--- src/rtl/pipe_pkg.sv ---
// Shared pipeline constants: stall polarity, buffer state encoding,
// and the default performance-counter width.
package pipe_pkg;

   localparam logic STOP    = 1'b1;
   localparam logic NO_STOP = 1'b0;

   localparam logic [1:0] ST_EMPTY = 2'd0;
   localparam logic [1:0] ST_VALID = 2'd1;
   localparam logic [1:0] ST_HELD  = 2'd2;

   localparam int CNT_W_DEF = 16;

endpackage

--- src/rtl/pipe_sat_counter.sv ---
// Saturating up-counter with asynchronous active-high reset.
// Sticks at all-ones instead of wrapping.
module pipe_sat_counter #(
   parameter int W = 16
) (
   input  logic         clk,
   input  logic         rst,
   input  logic         inc,
   output logic [W-1:0] count
);

   always_ff @(posedge clk or posedge rst) begin
      if (rst) begin
         count <= '0;
      end else if (inc && (count != {W{1'b1}})) begin
         count <= count + 1'b1;
      end
   end

endmodule

--- src/rtl/pipe_stage_buf.sv ---
// Stall-aware inter-stage pipeline register with flush/bubble/hold control.
// Define PIPE_STAGE_PERF_EN to build the bubble/hold performance counters.
module pipe_stage_buf
   import pipe_pkg::*;
#(
   parameter int                DATA_W    = 141,
   parameter int                STALL_W   = 6,
   parameter int                STAGE     = 2,
   parameter logic [DATA_W-1:0] NOP_VALUE = '0,
   parameter int                CNT_W     = CNT_W_DEF
) (
   input  logic               clk,
   input  logic               rst,
   input  logic [STALL_W-1:0] stall,
   input  logic               flush,
   input  logic               in_valid,
   input  logic [DATA_W-1:0]  in_data,
   output logic               out_valid,
   output logic [DATA_W-1:0]  out_data,
   output logic [1:0]         out_state,
   output logic [CNT_W-1:0]   bubble_cnt,
   output logic [CNT_W-1:0]   hold_cnt
);

   generate
      if (STAGE > STALL_W - 2) begin : g_bad_stage
         $error("pipe_stage_buf: STAGE must be <= STALL_W-2");
      end
   endgenerate

   logic own_stop;
   logic next_stop;
   logic do_bubble;
   logic do_hold;
   logic stall_unused;

   // Only our bit and the downstream bit matter here.
   assign stall_unused = ^stall;
   assign own_stop     = (stall[STAGE] == STOP);
   assign next_stop    = (stall[STAGE+1] == STOP);
   assign do_bubble    = !flush && own_stop && !next_stop;
   assign do_hold      = !flush && own_stop && next_stop;

   always_ff @(posedge clk or posedge rst) begin
      if (rst) begin
         out_data  <= NOP_VALUE;
         out_valid <= 1'b0;
         out_state <= ST_EMPTY;
      end else if (flush) begin
         out_data  <= NOP_VALUE;
         out_valid <= 1'b0;
         out_state <= ST_EMPTY;
      end else if (do_bubble) begin
         out_data  <= NOP_VALUE;
         out_valid <= 1'b0;
         out_state <= ST_EMPTY;
      end else if (do_hold) begin
         out_state <= (out_state == ST_EMPTY) ? ST_EMPTY : ST_HELD;
      end else begin
         out_data  <= in_data;
         out_valid <= in_valid;
         out_state <= in_valid ? ST_VALID : ST_EMPTY;
      end
   end

`ifdef PIPE_STAGE_PERF_EN
   logic bubble_inc;
   logic hold_inc;

   // A bubble only counts when it actually displaces a live instruction.
   assign bubble_inc = do_bubble && (out_valid || in_valid);
   assign hold_inc   = do_hold && (out_state != ST_EMPTY);

   pipe_sat_counter #(.W(CNT_W)) u_bubble_cnt (
      .clk   (clk),
      .rst   (rst),
      .inc   (bubble_inc),
      .count (bubble_cnt)
   );

   pipe_sat_counter #(.W(CNT_W)) u_hold_cnt (
      .clk   (clk),
      .rst   (rst),
      .inc   (hold_inc),
      .count (hold_cnt)
   );
`else
   assign bubble_cnt = '0;
   assign hold_cnt   = '0;
`endif

endmodule

--- config.mk ---
export PLATFORM = sky130hd
export DESIGN_NAME = pipe_stage_buf
export DESIGN_NICKNAME = d
export VERILOG_FILES = /design/src/rtl/pipe_pkg.sv /design/src/rtl/pipe_sat_counter.sv /design/src/rtl/pipe_stage_buf.sv
export SDC_FILE = /design/constraint.sdc
export NUM_CORES = 1
export LEC_CHECK = 0
export ABC_AREA = 1
export CORE_MARGIN = 2
export CORE_UTILIZATION = 40
export DETAILED_ROUTE_END_ITERATION = 10
export GPL_ROUTABILITY_DRIVEN = 0
export PLACE_DENSITY_LB_ADDON = 0.05
export SLEW_MARGIN = 20
export SYNTH_ARGS = -nofsm -noshare
export SYNTH_HDL_FRONTEND = slang
export SYNTH_SLANG_ARGS = --single-unit
--- constraint.sdc ---
create_clock -name clk -period 15.55 [get_ports clk]
set_clock_uncertainty 0.1 [all_clocks]
set_input_delay 3.11 -clock clk [delete_from_list [all_inputs] [get_ports clk]]
set_output_delay 3.11 -clock clk [all_outputs]
set_load 0.01 [all_outputs]
==> flow_metrics.tcl, run 1 <==
set metrics [dict create \
    synth_top_family_by_area "simple AND/OR/NAND/NOR gates" \
    intPower_mw 0.7662 \
    path_clk_slew_ps 60 \
    hold_depth 2 \
    powerDensity_nw_per_um2 104.0 \
    rsz0062_at_grt "false" \
    ctsHoldBuffers 0 \
    switchingPower_mw 0.2279 \
    hold_path.class "register to register" \
    synthCells 672 \
    synth_mux_area_frac 0 \
    mostFrequentLayoutCells "clkdlybuf4s50_1, nand2_1, dfrtp_1" \
    core_region_area_um2 15150 \
    min_period_ps 4971 \
    max_freq_mhz 201.2 \
    seqPwrFrac 0.405 \
    status "finished, final reports clean" \
    drt_iter0_drc 337 \
    synthTopCellsByArea "dfrtp_1, nand2_1, nand4_1" \
    grt-ovfl-total 0 \
    path_class "primary input to register" \
    worstPathRequired_ps 15800 \
    antenna_found_initial 0 \
    cts_setup_buffers 0 \
    finalNonFillerCells 1125 \
    firstDrtPassIters 5 \
    period_share 0.3196 \
    htree_levels 4 \
    cts_tree "yes" \
    drt-vias-per-instance 5.084 \
    path_cells "clkdlybuf4s50_1, inv_4, buf_4, nand4_1, nand2_1" \
    ys_seq_elements 144 \
    setup_viol 0 \
    crit_path_max_fanout 73 \
    synthSimpleGateAreaFrac 0.3200 \
    wire_per_inst_um 16.83 \
    cts-root-buf "clkbuf_16" \
    diodes 0 \
    die_area_um2 16470 \
    reg2reg_to "out_data[36]$_DFFE_PP0P_" \
    drv_slew 0 \
    grt_pass1_wl_um 29760 \
    ios 327 \
    finalSetupTns_ps 0 \
    swShare 0.2292 \
    cp_slowest_stage_delay_ps 700 \
    nets 1075 \
    yosysTopAreaCellShare 0.5829 \
    drive_gt1_frac 0.04376 \
    holdPathEnd "out_data[111]$_DFFE_PP0P_" \
    cp-start-kind "primary input" \
    clock_path_buffers 2 \
    synth_xor_area_frac 0 \
    routed_wl_um 18930 \
    synth_top_area_cell "dfrtp_1" \
    p_comb_frac 0.137 \
    r2r_setup_slack_ps 14780 \
    worstMarginPinSlew_ps 879.2 \
    cts_made_buffers 17 \
    fill_cells 1249 \
    dp.cells 1093 \
    chipHeight_um 128.3 \
    critPathSlowestCell "buf_4" \
    ctsResizeCount 0 \
    synthAdderAreaFrac 0 \
    io_buffers 290 \
    min_from "out_data[111]$_DFFE_PP0P_" \
    max-slew-margin-rel 0.4139 \
    hold_viol 0 \
    area_delta_synth_final_pct 54.60 \
    power.leakage_nw 4.655 \
    grt_usage 0.2306 \
    insertion_delay_ps 410 \
    crit_arrival_ps 5220 \
    utilization 0.6311 \
    grt_pass1_vias 5610 \
    cap_violations 0 \
    grt_max_degree 99 \
    initial_utilization 0.4082 \
    whs_ps 412.9 \
    num_rows 45 \
    ys_types 14 \
    fp.dieW_um 128.3 \
    cts.sinks 144 \
    synth_warnings 0 \
    vdd_drop_max_v 0.00007270 \
    ys_seq_area_frac 0.5829 \
    ant_nets 0 \
    final_common_cell "clkdlybuf4s50_1" \
    dpl.hpwl_um 12440 \
    r2r-start "out_data[36]$_DFFE_PP0P_" \
    cp-end-kind "register" \
    pwr-share-clk 0.458 \
    avgSynthCellArea_um2 9.200 \
    post-route-drc-count 0 \
    syn-cell-area_um2 6182 \
    ff2ff_path_depth 2 \
    synth_compound_area_frac 0 \
    via_count 5720 \
]
-- per-layer routing --
layer,vias to the layer above,GRT usage,routed length (um)
li1,2706,-,-
met1,2721,0.2871,7671
met2,259,0.3717,8939
met3,34,0.08932,1856
met4,0,0.07434,464
met5,-,0,0
-- cell families (layout without fill, tap and decap cells) --
family	after synthesis	count (layout)
and+or+nand+nor	430	430
other	1	32
DFF	144	144
buffers and inverters	97	331
-- cell type report --
class | count | area (um2) | share of cell area
inverters | 3 | 18.77 | 0.001964
clock buffers | 20 | 446.7 | 0.04673
well taps | 188 | 235.2 | 0.02461
clock inverters | 12 | 212.7 | 0.02225
flip-flops and latches | 144 | 3603 | 0.3770
multi-input cells | 462 | 2098 | 0.2195
repair buffers | 296 | 2943 | 0.3079
-- cells in the mapped netlist --
master    instances
conb_1            1
buf_1             8
nor2_1            2
clkbuf_1         13
dfrtp_1         144
nor2_4            1
buf_4            34
inv_2             1
nand4_1         142
buf_2            30
nand2_1         284
buf_6             9
inv_1             2
nand3_1           1
-- power by group through the flow --
stage | combinational [mW] | sequential [mW] | clock [mW]
after floorplan | 0.0518 | 0.417 | 0
after global placement | 0.136 | 0.408 | 0
after detailed placement | 0.137 | 0.409 | 0
after CTS | 0.138 | 0.402 | 0.465
after global routing | 0.149 | 0.404 | 0.479
final | 0.136 | 0.402 | 0.455
-- worst max-delay path: cells and delay by family --
kind / cells / cell delay (ps)
simple gates: 2 / 300
buf+inv: 3 / 1760
-- state kept, by name, indices dropped and copies added (netlist names) --
name	cells
out_data	141
out_state	2
out_valid	1
-- stage by stage --
step	instance area, um2	setup WS [ps]	total power [mW]
after floorplan	6299	8474	0.4685
after global placement	8899	10200	0.5435
after detailed placement	8899	10140	0.5458
after CTS	9558	10580	1.005
after global routing	9558	10370	1.032
final	9558	10580	0.9941
-- worst max path at each step --
stage | startpoint | endpoint | depth (start not counted)
after floorplan | rst | out_data[0]$_DFFE_PP0P_ | 1
after global placement | flush | out_data[49]$_DFFE_PP0P_ | 5
after detailed placement | flush | out_data[118]$_DFFE_PP0P_ | 5
after CTS | flush | out_data[118]$_DFFE_PP0P_ | 5
after global routing | flush | out_state[1]$_DFF_PP0_ | 5
final | flush | out_data[118]$_DFFE_PP0P_ | 5
No activity file was read; power rests on OpenSTA's default activity.
==> run 2: changes to the inputs <==
clock period = 5.1 ns   (was 15.55 ns; I/O delays follow)
==> run 2 against run 1 <==
Routed wire length rose by 1.1%. First-iteration DRC count rose by 9.2%. Combinational power rose to 3.1 times the previous value. Total power rose to 2.9 times the previous value. Via count rose by 1.4%. Global-route usage rose by 0.13 points. Largest power group is now registers.
==> flow_metrics.tcl, run 2 (synthesis gave the netlist of run 1 again) <==
set metrics [dict create \
    status "finished, final reports clean" \
    max-slew-margin-rel 0.3106 \
    crit_path_max_fanout 104 \
    grt_usage 0.2318 \
    min_period_ps 2708 \
    htree_levels 4 \
    ant_nets 0 \
    die_area_um2 16470 \
    path_class "primary input to register" \
    cts_setup_buffers 0 \
    mostFrequentLayoutCells "clkdlybuf4s50_1, nand2_1, dfrtp_1" \
    power.leakage_nw 4.623 \
    path_cells "clkdlybuf4s50_1, inv_4, buf_4, nand4_1, nand2_1" \
    firstDrtPassIters 4 \
    finalSetupTns_ps 0 \
    final_common_cell "clkdlybuf4s50_1" \
    antenna_found_initial 0 \
    path_clk_slew_ps 50 \
    insertion_delay_ps 420 \
    wire_per_inst_um 16.98 \
    vdd_drop_max_v 0.0002147 \
    diodes 0 \
    drive_gt1_frac 0.04260 \
    hold_viol 0 \
    cts_tree "yes" \
    regArea_um2 3603 \
    multi_input_comb_area_um2 2098 \
    powerDensity_nw_per_um2 299.0 \
    grt_max_degree 105 \
    cp_slowest_stage_delay_ps 800 \
    post-route-drc-count 0 \
    crit_arrival_ps 2960 \
    top_register "out_data" \
    area_delta_synth_final_pct 53.31 \
    dpl.hpwl_um 12760 \
    top_regs "out_data: 141 flops, out_state: 2 flops, out_valid: 1 flops" \
    cap_violations 0 \
    core_region_area_um2 15150 \
    rsz0062_at_grt "false" \
    drt_iter0_drc 368 \
    fp.dieW_um 128.3 \
    use_met3 0.08598 \
    cp-end-kind "register" \
    whs_ps 412.9 \
    setup_viol 0 \
    max_freq_mhz 369.3 \
    hold_path.class "register to register" \
    largest_reg_flops 141 \
    worstPathRequired_ps 5350 \
    cp-start-kind "primary input" \
    routed_wl_um 19130 \
    ctsResizeCount 0 \
    via_count 5800 \
    period_share 0.5310 \
    grt.met1_usage 0.2758 \
    num_rows 45 \
    worstMarginPinSlew_ps 1034 \
    io_buffers 290 \
    ios 327 \
    fill_cells 1291 \
    chipHeight_um 128.3 \
    use_met2 0.3680 \
    busiest_layer "met2" \
    ctsHoldBuffers 0 \
    cts_made_buffers 17 \
    cts-root-buf "clkbuf_16" \
    path_delay_family "buffers and inverters" \
    clock_path_buffers 2 \
    drt-vias-per-instance 5.146 \
    grt_pass1_wl_um 29800 \
    critPathSlowestCell "inv_4" \
    nets 1078 \
    cp_num_buf_inv 3 \
    cts.sinks 144 \
    grt-ovfl-total 0 \
    initial_utilization 0.4082 \
    drv_slew 0 \
    grt_pass1_vias 5734 \
]
## run 2: worst paths after layout
| check | start | endpoint | slack, ps | cells after the start |
|---|---|---|---|---|
| worst max-delay path | flush | out_data[118]$_DFFE_PP0P_ | 2390 | 5 |
| worst min-delay path | out_data[121]$_DFFE_PP0P_ | out_data[121]$_DFFE_PP0P_ | 410 | 2 |
| worst max register to register | out_data[33]$_DFFE_PP0P_ | out_data[33]$_DFFE_PP0P_ | 4310 | 2 |
| worst min register to register | out_data[121]$_DFFE_PP0P_ | out_data[121]$_DFFE_PP0P_ | 410 | 2 |
| max in group asynchronous | rst | out_data[40]$_DFFE_PP0P_ | 2890 | 3 |
| min in group asynchronous | rst | out_data[100]$_DFFE_PP0P_ | 1060 | 2 |
## run 2: worst min-delay path, stage by stage, from the launching register on
cell and delay, ps:
dfrtp_1 340, nand4_1 80, nand2_1 60
## run 2: per-stage QoR
step | power (mW) | util | instance area [um2] | worst slack [ps] | instances
2_1_floorplan | 1.428 | - | 6299 | 113.7 | 703
3_3_place_gp | 1.660 | 0.5890 | 8921 | 2014 | 1096
3_5_place_dp | 1.668 | 0.5890 | 8921 | 1951 | 1096
4_1_cts | 2.864 | 0.6258 | 9478 | 2404 | 1127
5_1_grt | 2.953 | 0.6258 | 9478 | 2233 | 1127
6_report | 2.834 | 0.6258 | 9478 | 2392 | 1127
## run 2: area by class of cell
| type | count | share of cell area |
|---|---|---|
| multi-input cells | 462 | 0.2214 |
| repair buffers | 299 | 0.3129 |
| well taps | 188 | 0.02482 |
| clock inverters | 7 | 0.008977 |
| flip-flops and latches | 144 | 0.3802 |
| inverters | 3 | 0.001980 |
| clock buffers | 24 | 0.04977 |
## run 2: per-layer routing
metal | up-vias | wire (um)
met1 | 2771 | 7491
met2 | 268 | 9121
met3 | 45 | 1821
met4 | 0 | 697
met5 | - | 0
li1 | 2716 | -
## run 2: report_power, final
group	internal, mW	switching, mW	leakage (nW)
Sequential	1.20	0.0304	1.93
Combinational	0.216	0.202	2.42
Clock	0.738	0.450	0.278
Total	2.15	0.683	4.62
==> run 3: changes to the inputs <==
CORE_UTILIZATION = 36   (was 40)
clock period = 2.3 ns   (was 5.1 ns; I/O delays follow)
==> run 3 against run 2 <==
Critical endpoint is now out_data[42]. Via count hardly changed. Worst hold slack worse by 7.0 ps. Clock power is 150% higher. Sequential share of layout area is 1.1 points lower. Critical path depth is 4 lower. Critical path type is now register to output pin. First-iteration DRC count is 23% lower. Largest power group is now clock. Final cell count is 3.5% higher. Routed wire length is 3.7% higher.
==> flow_metrics.tcl, run 3 (synthesis gave the netlist of run 1 again) <==
set metrics [dict create \
    status "finished, final reports clean" \
    largest_reg_flops 141 \
    initial_utilization 0.3702 \
    vdd_drop_max_v 0.0004962 \
    path_clk_slew_ps 60 \
    ios 327 \
    setup_viol 0 \
    power.leakage_nw 4.714 \
    path_cells "clkdlybuf4s50_1" \
    top_register "out_data" \
    cp_num_buf_inv 1 \
    drive_gt1_frac 0.05291 \
    clock_path_buffers 2 \
    r2r-start "out_data[124]$_DFFE_PP0P_" \
    cp-end-kind "output pin" \
    critPathSlowestCell "clkdlybuf4s50_1" \
    holdPathEnd "out_data[48]$_DFFE_PP0P_" \
    cts_tree "yes" \
    pre_cts_slack_ps 372.5 \
    min_from "stall[2]" \
    cts-root-buf "clkbuf_16" \
    post-route-drc-count 0 \
    path_delay_family "buffers and inverters" \
    max_freq_mhz 523.4 \
    cts_setup_buffers 0 \
    io_buffers 290 \
    core_region_area_um2 16700 \
    final_common_cell "clkdlybuf4s50_1" \
    cts_made_buffers 17 \
    fp.dieW_um 135.0 \
    grt_pass1_vias 5818 \
    drt-vias-per-instance 4.971 \
    insertion_delay_ps 410 \
    cp-start-kind "register" \
    worst_slack_ps 389.5 \
    antenna_found_initial 1 \
    ant_nets 0 \
    ctsResizeCount 0 \
    routed_wl_um 19840 \
    path_class "register to output pin" \
    cp_slowest_stage_delay_ps 590 \
    nets 1084 \
    ctsHoldBuffers 0 \
    worstPathRequired_ps 1740 \
    cap_violations 0 \
    grt_usage 0.2181 \
    drt_iter0_drc 285 \
    ff2ff_path_depth 2 \
    hold_viol 0 \
    hold_depth 3 \
    via_count 5796 \
    grt-ovfl-total 0 \
    hold_path.class "primary input to register" \
    finalSetupTns_ps 0 \
    rsz0062_at_grt "false" \
    firstDrtPassIters 4 \
    wire_per_inst_um 17.02 \
    r2r_setup_slack_ps 1540 \
    drv_slew 0 \
    htree_levels 4 \
    mostFrequentLayoutCells "clkdlybuf4s50_1, nand2_1, dfrtp_1" \
    top_regs "out_data: 141 flops, out_state: 2 flops, out_valid: 1 flops" \
    dpl.hpwl_um 13600 \
    die_area_um2 18240 \
    chipHeight_um 135.0 \
    grt_pass1_wl_um 30890 \
    crit_path_max_fanout 2 \
    crit_arrival_ps 1350 \
    min_period_ps 1911 \
    grt_max_degree 84 \
    cts.sinks 144 \
    area_delta_synth_final_pct 57.70 \
    period_share 0.8307 \
    powerDensity_nw_per_um2 677.7 \
    reg2reg_to "out_data[124]$_DFFE_PP0P_" \
    whs_ps 406.0 \
    num_rows 47 \
    utilization 0.5838 \
]
[run 3: layout make-up]
| class | count | area [um2] |
|---|---|---|
| Sequential cell | 144 | 3603 |
| Clock buffer | 21 | 470.5 |
| Tap cell | 220 | 275.3 |
| Timing Repair Buffer | 305 | 3123 |
| Inverter | 3 | 17.52 |
| Fill cell | 1496 | 6952 |
| Clock inverter | 10 | 158.9 |
| Multi-Input combinational cell | 462 | 2098 |
| Antenna cell | 1 | 2.502 |
[run 3: worst max path at each step]
stage                                  start                  endpoint  slack [ps]  cells after the start
floorplan                                rst   out_data[0]$_DFFE_PP0P_         -70                      1
detailed placement                     flush  out_data[46]$_DFFE_PP0P_         370                      5
global placement                       flush  out_data[25]$_DFFE_PP0P_         430                      5
finish              out_data[42]$_DFFE_PP0P_              out_data[42]         390                      1
CTS                 out_data[40]$_DFFE_PP0P_              out_data[40]         360                      1
global route         out_data[4]$_DFFE_PP0P_               out_data[4]         320                      1
[run 3: report_power, final]
group	switching (mW)	total, mW	internal, mW
clock network	1.03	2.92	1.89
registers	0.0668	2.72	2.65
logic	0.458	0.963	0.505
[run 3: metal layers]
| layer | vias up | share of wire | GRT usage |
|---|---|---|---|
| met5 | - | 0 | 0 |
| met3 | 41 | 0.095 | 0.08108 |
| met4 | 0 | 0.028 | 0.09201 |
| met1 | 2756 | 0.39 | 0.2639 |
| met2 | 274 | 0.49 | 0.3517 |
| li1 | 2725 | - | - |
[run 3: metrics by stage]
step | power, mW | std cells | cell area, um2
2_1_floorplan | 3.168 | 703 | 6302
3_3_place_gp | 3.718 | 1134 | 9117
3_5_place_dp | 3.735 | 1134 | 9117
4_1_cts | 6.693 | 1165 | 9747
5_1_grt | 6.902 | 1166 | 9749
6_report | 6.607 | 1166 | 9749
